[config.mk]
export PLATFORM = sky130hd
export DESIGN_NAME = fetch_stage
export DESIGN_NICKNAME = d
export VERILOG_FILES = /design/src/rtl/fetch_stage.sv
export SDC_FILE = /design/constraint.sdc
export NUM_CORES = 1
export LEC_CHECK = 0
export ABC_AREA = 1
export CAP_MARGIN = 20
export CORE_MARGIN = 2
export CORE_UTILIZATION = 38
export DETAILED_ROUTE_END_ITERATION = 8
export GPL_TIMING_DRIVEN = 0
export PLACE_DENSITY = 0.83
export SLEW_MARGIN = 20
export SYNTH_ARGS = -nofsm -noshare
export SYNTH_HDL_FRONTEND = slang
export SYNTH_SLANG_ARGS = --single-unit
[constraint.sdc]
create_clock -name clk_i -period 1.3 [get_ports clk_i]
set_clock_uncertainty 0.1 [all_clocks]
set_input_delay 0.13 -clock clk_i [delete_from_list [all_inputs] [get_ports clk_i]]
set_output_delay 0.13 -clock clk_i [all_outputs]
set_load 0.01 [all_outputs]
[src/rtl/fetch_stage.sv]
// Instruction fetch stage.
//
// Issues one instruction-memory request at a time for the PC supplied by the
// program counter, holds the PC while a fetch is in flight, and presents the
// returned instruction to decode with a valid/ready handshake. A branch
// (take_branch_i) flushes whatever is in flight or being held.
//
// Optional feature: define FETCH_MISALIGN_CHECK_EN to trap PCs whose low two
// bits are non-zero. Instead of issuing a request, the stage presents a
// faulting slot to decode with instr_misaligned_o set. Without the macro the
// flag is tied low and every PC is issued unchecked.
module fetch_stage #(
    parameter int unsigned width_p = 32
) (
    input  logic               clk_i,
    input  logic               rst_ni,
    input  logic [width_p-1:0] pc_i,
    input  logic               take_branch_i,
    output logic               pc_stall_o,
    output logic               imem_req_o,
    output logic [width_p-1:0] imem_addr_o,
    input  logic               imem_ready_i,
    input  logic               imem_rvalid_i,
    input  logic [width_p-1:0] imem_rdata_i,
    output logic               instr_valid_o,
    output logic [width_p-1:0] instr_o,
    output logic [width_p-1:0] instr_pc_o,
    input  logic               instr_ready_i,
    output logic               instr_misaligned_o
);

    typedef enum logic [1:0] {
        StIdle,
        StReq,
        StWait,
        StHold
    } state_e;

    state_e             state_q, state_d;
    logic               discard_q, discard_d;
    logic [width_p-1:0] req_pc_q, req_pc_d;
    logic               valid_q, valid_d;
    logic [width_p-1:0] instr_q, instr_d;
    logic [width_p-1:0] instr_pc_q, instr_pc_d;

    logic               misaligned_pc;
    logic               in_req;
    logic               accept;

`ifdef FETCH_MISALIGN_CHECK_EN
    logic               misaligned_q, misaligned_d;

    assign misaligned_pc      = (pc_i[1:0] != 2'b00);
    assign instr_misaligned_o = misaligned_q;
`else
    assign misaligned_pc      = 1'b0;
    assign instr_misaligned_o = 1'b0;
`endif

    // Request side: combinational so a branch can suppress the request in the same cycle.
    always_comb begin
        in_req      = rst_ni && (state_q == StReq);
        imem_req_o  = in_req && !take_branch_i && !misaligned_pc;
        imem_addr_o = pc_i;
        accept      = imem_req_o && imem_ready_i;
        // The PC may only move when the current address was taken or a branch reloads it.
        if (!rst_ni || (state_q == StIdle)) begin
            pc_stall_o = 1'b1;
        end else begin
            pc_stall_o = !(take_branch_i || accept);
        end
    end

    // Next-state decode for the fetch FSM and its registered outputs.
    always_comb begin
        state_d    = state_q;
        discard_d  = discard_q;
        req_pc_d   = req_pc_q;
        valid_d    = valid_q;
        instr_d    = instr_q;
        instr_pc_d = instr_pc_q;
`ifdef FETCH_MISALIGN_CHECK_EN
        misaligned_d = misaligned_q;
`endif

        case (state_q)
            StIdle: begin
                state_d = StReq;
            end

            StReq: begin
                // A branch keeps us here; the reloaded PC is issued next cycle.
                if (!take_branch_i) begin
                    if (misaligned_pc) begin
                        state_d    = StHold;
                        valid_d    = 1'b1;
                        instr_d    = '0;
                        instr_pc_d = pc_i;
`ifdef FETCH_MISALIGN_CHECK_EN
                        misaligned_d = 1'b1;
`endif
                    end else if (accept) begin
                        state_d  = StWait;
                        req_pc_d = pc_i;
                    end
                end
            end

            StWait: begin
                if (imem_rvalid_i) begin
                    if (discard_q || take_branch_i) begin
                        // Response belongs to a flushed path: drop it and refetch.
                        state_d   = StReq;
                        discard_d = 1'b0;
                    end else begin
                        state_d    = StHold;
                        valid_d    = 1'b1;
                        instr_d    = imem_rdata_i;
                        instr_pc_d = req_pc_q;
`ifdef FETCH_MISALIGN_CHECK_EN
                        misaligned_d = 1'b0;
`endif
                    end
                end else if (take_branch_i) begin
                    // Cannot cancel the bus transaction, so remember to drop its response.
                    discard_d = 1'b1;
                end
            end

            StHold: begin
                if (take_branch_i || instr_ready_i) begin
                    state_d = StReq;
                    valid_d = 1'b0;
`ifdef FETCH_MISALIGN_CHECK_EN
                    misaligned_d = 1'b0;
`endif
                end
            end

            default: begin
                state_d = StIdle;
            end
        endcase
    end

    // State and output registers with synchronous active-low reset.
    always_ff @(posedge clk_i) begin
        if (!rst_ni) begin
            state_q    <= StIdle;
            discard_q  <= 1'b0;
            req_pc_q   <= '0;
            valid_q    <= 1'b0;
            instr_q    <= '0;
            instr_pc_q <= '0;
`ifdef FETCH_MISALIGN_CHECK_EN
            misaligned_q <= 1'b0;
`endif
        end else begin
            state_q    <= state_d;
            discard_q  <= discard_d;
            req_pc_q   <= req_pc_d;
            valid_q    <= valid_d;
            instr_q    <= instr_d;
            instr_pc_q <= instr_pc_d;
`ifdef FETCH_MISALIGN_CHECK_EN
            misaligned_q <= misaligned_d;
`endif
        end
    end

    assign instr_valid_o = valid_q;
    assign instr_o       = instr_q;
    assign instr_pc_o    = instr_pc_q;

endmodule

Yosys cells after proc, flatten, opt, wreduce, memory -nomap -nowiden. Index checks and enable logic that the tools add are counted.

Flip-flop bits (word level): 100. Output and inout bits: 100.

Multiplexer cells: 14. Bitwise operators: 2. Eq/ne operators: 9. Reduce and logical (&&, ||, !) cells: 18.

Operator list (number): 2-bit 2-to-1 mux (5); 2-bit != test, second input constant (5); 3-bit AND reduction (3); 2-bit one-hot mux with 4 select lines (1); 4-bit AND reduction (2); 1-bit 2-to-1 mux (7); 2-bit == test, second input constant (2); 1-bit logical OR (4); 2-bit nonzero test (2); 1-bit logical AND (3); 1-bit zero test (3); 2-bit by 1-bit == test with 1-bit output, second input constant (1); 2-bit zero test (1); 2-bit by 1-bit != test with 1-bit output, second input constant (1); 1-bit NOT (2); 1-bit one-hot mux with 2 select lines (1).

Longest topological paths before layout.
Depth in word-level cells: 7. Mapped depth: 9. Depth with buffers taken out: 9.

Worst setup path after synthesis. OpenSTA, ideal clock, no wires.

Path type: register to register. Start point: register state_q[1]. End point: register req_pc_q[10]. Clock period less this slack: 1.441 ns. Cell stages (with the launch flop): 8. Setup time: 0.119 ns. Slack: -0.141 ns. Arrival: 1.222 ns. Path through: dfxtp_1 inv_1 ha_1 nand4_1 buf_4 buf_2 o21ai_0 a21oi_1.

Cells in the longest elaborated chain, start to end: 5.

Ends and longest elaborated chain: start, declared (RTL line 39) `state_e state_q, state_d;`; start signal, assigned (RTL line 149) `state_q <= StIdle;`; start signal, assigned (RTL line 159) `state_q <= state_d;`; 2-bit by 1-bit == test with 1-bit output * (RTL line 62, 86); 1-bit logical AND (RTL line 62) `in_req = rst_ni && (state_q == StReq);`; 1-bit logical AND (RTL line 63) `imem_req_o = in_req && !take_branch_i && !misaligned_pc;`; 1-bit logical AND (RTL line 65) `accept = imem_req_o && imem_ready_i;`; 3-bit AND reduction (no source line) *; end signal, assigned (RTL line 161) `req_pc_q <= req_pc_d;`; end, declared (RTL line 41) `logic [width_p-1:0] req_pc_q, req_pc_d;`.

Every way passes the cells marked *; elsewhere a longest branch is shown, timed or not. A chain may end at the register's enable or synchronous reset.

Worst setup path after layout.
Start point: register state_q[0]. End point: output pc_stall_o.

Cells in the longest elaborated chain, start to end: 7. Elaborated cells on any way between the ends: 9. Classes of those cells: eq/ne: 1; mux: 1; reduce/logical: 7.

Ends and longest elaborated chain: 2-bit by 1-bit == test with 1-bit output (RTL line 62); 1-bit logical AND (RTL line 62); 1-bit logical AND (RTL line 63); 1-bit logical AND (RTL line 65); 1-bit logical OR (RTL line 70) `pc_stall_o = !(take_branch_i || accept);`; 1-bit zero test (RTL line 70); 1-bit 2-to-1 mux * (RTL line 67) `if (!rst_ni || (state_q == StIdle)) begin`; end, declared (RTL line 19) `output logic pc_stall_o,`.

Marks and branches as above.

==> results.txt <==
startpoint types -> flip-flop
Seq/Total Area, Yosys -> 50.1%
CP Max Fanout -> 4
clock root cell -> clkbuf_8
RSZ-0062 raised after global routing -> yes
fin crit period -> 1.82 ns
Num Clock Sinks -> 100
clock slew at reported path FFs -> 0.10 ns
Cell Area, Synth -> 3990 µm²
port bufs -> 167
Setup WS pre-CTS -> -0.850 ns
Least-Margin Pin Slew -> 0.808 ns
Hold/Removal Path Class -> in -> reg
Core Box Area -> 10,300 µm²
Req. time, crit path -> 1.07 ns
reg2reg end -> instr_o[6]
slew margin rel. -> 46.2%
r2r startpoint -> state_q[0]
vias in the first global route -> 4,281
Yosys reg bits -> 100
average cell area after synthesis -> 7.97 µm²
CTS tree -> done
P&R area growth vs syn -> 85.9%
R2R cell count -> 10
Max Transition Viols Final -> 0
ant diodes -> 0
pwr/cell area -> 1050 nW/µm²
CP Data Arrival Time -> 1.59 ns
Hold Crit Depth -> 3
Tot GR Track Use -> 22.7%
Routed Antenna Nets -> 0
post-DP HPWL -> 8550 µm
CTS Buf Count -> 9
Mapped Cells -> 501
pin count of the biggest net entering global routing -> 17
Synth Net Count -> 575
peak supply drop -> 0.654 mV
Fin. Hold Viols -> 0
Initial Util -> 38.9%
fmax -> 0.550 GHz
Synthesis Warnings -> 0
status -> finished, violations left
fin worst setup slack -> -0.519 ns
violated checks -> negative setup slack
Hold Path End -> req_pc_q[17]
max_cap viols -> 0
total gr overflow -> 0
Final Cycle Share -> 140%
synth unique cells -> 23
Clock Path Buffers -> 2
Routed WL -> 14,300 µm
Die H -> 107 µm
# DRC -> 0
RD Place Congestion -> 0.817
first-pass GRT wire length -> 20,600 µm
Hold Startpoint -> pc_i[17]
drt pass-1 iters -> 5
post-DR vias/cell -> 5.01
H-tree depth -> 3
flop2flop setup slack -> -0.48 ns
Setup CP Type -> reg -> out
Layout Nets -> 796
Ports -> 170
share of cells above drive strength 1 -> 42.8%
hold_ws -> 0.0127 ns
DR iter-0 viols -> 187
Die Footprint -> 11,300 µm²
LEAKAGE -> 0.00300 µW
Critical Path End Type -> output pin
# setup viols final -> 102
Clock Latency Late Sink -> 0.35 ns
total power draw -> 7800 µW
initial antenna violation count -> 0
Site Rows -> 37
Die X-Extent -> 107 µm
drt wl/cell -> 16.6 µm
via count -> 4,326
cells in the mapped netlist:
cell	number	area, µm²
dfxtp_1	100	2000
o21a_1	1	7.51
nand4_1	1	6.26
clkbuf_1	12	45.0
buf_4	40	300
nor2_1	5	18.8
ha_1	4	50.1
o21ai_0	33	165
buf_6	1	11.3
a21oi_1	99	495
nand2_1	75	282
buf_1	3	11.3
nand3_1	65	325
nand2_2	2	12.5
a211oi_1	1	7.51
clkbuf_2	1	5.00
buf_2	14	70.1
conb_1	1	3.75
nor3_1	1	5.00
inv_1	39	146
nor2_4	1	11.3
inv_2	1	3.75
a211o_1	1	8.76
registers in the layout, summed over array words and instances (netlist names):
name,count
instr_valid_o,1
req_pc_q,32
instr_o,32
state_q,2
discard_q,1
instr_pc_o,32
through the flow:
stage          util [%]  instances  setup TNS [ns]  area, µm²
2_1_floorplan         -        501           -2.60       4070
3_3_place_gp       57.5        804          -47.26       5910
3_5_place_dp       57.5        804          -51.04       5910
4_1_cts            65.1        854          -27.19       6690
5_1_grt            72.3        863          -43.59       7430
6_report           72.3        863          -38.63       7430
power breakdown:
group / total, µW / internal [µW] / switching (µW) / leakage [µW]
Clock: 1790 / 699 / 1090 / 0.0000864
Sequential: 3380 / 3240 / 137 / 0.000814
Combinational: 2640 / 1370 / 1270 / 0.00210
critical path, cell delays in order (launching register included):
cell and delay, ns:
dfxtp_4 0.40, ha_4 0.14, nand4_1 0.13, buf_6 0.16
a211o_1 0.27, buf_6 0.13
repair_timing:
action	4_1_cts	5_1_grt
buffers inserted	18	11
setup endpoints to repair	198	104
hold buffers	1	0
gates resized for setup	254	196
pin swaps	31	33
gates cloned	15	3
hold endpoints to repair	1	0
worst max-delay path by stage:
| stage | endpoint | startpoint | depth (start not counted) |
|---|---|---|---|
| 5_1_grt | pc_stall_o | state_q[1] | 6 |
| 6_report | pc_stall_o | state_q[0] | 5 |
| 3_3_place_gp | pc_stall_o | take_branch_i | 6 |
| 3_5_place_dp | pc_stall_o | take_branch_i | 6 |
| 4_1_cts | pc_stall_o | state_q[1] | 6 |
| 2_1_floorplan | instr_o[0] | state_q[0] | 8 |
layer usage:
metal | track usage, % | vias to the layer above | wire (µm)
met4 | 7.51 | 0 | 343
met5 | 0 | - | 0
met2 | 40.1 | 148 | 7470
met3 | 5.21 | 31 | 664
met1 | 27.2 | 2080 | 5860
li1 | - | 2067 | -
placed cells by master, fill, tap and decap left out, drive strengths merged, types with 5 or more instances in the layout:
cell type,netlist,layout
a21oi,99,99
buf,58,98
clkbuf,13,26
clkdlybuf4s15,0,5
clkdlybuf4s50,0,63
dfxtp,100,100
dlygate4sd2,0,91
inv,40,41
nand2,77,79
nand3,65,65
nor2,6,6
o21ai,33,33
cells by family after synthesis:
group | share of synthesized area [%]
and+or+nand+nor | 16.5
AOI/OAI and AO/OA | 17.1
buffers and inverters | 14.8
DFF | 50.1
adders and majority gates | 1.25
other | 0.0939
area by class of cell:
type	count	area (µm²)
buffer	70	598
fill	764	2850
timing repair buffer	209	2070
tap	136	170
inverter	40	160
clock inverter	6	40.0
multi-input combinational	292	2240
sequential	100	2020
clock buffer	10	128
(Power assumes the default switching activity.)
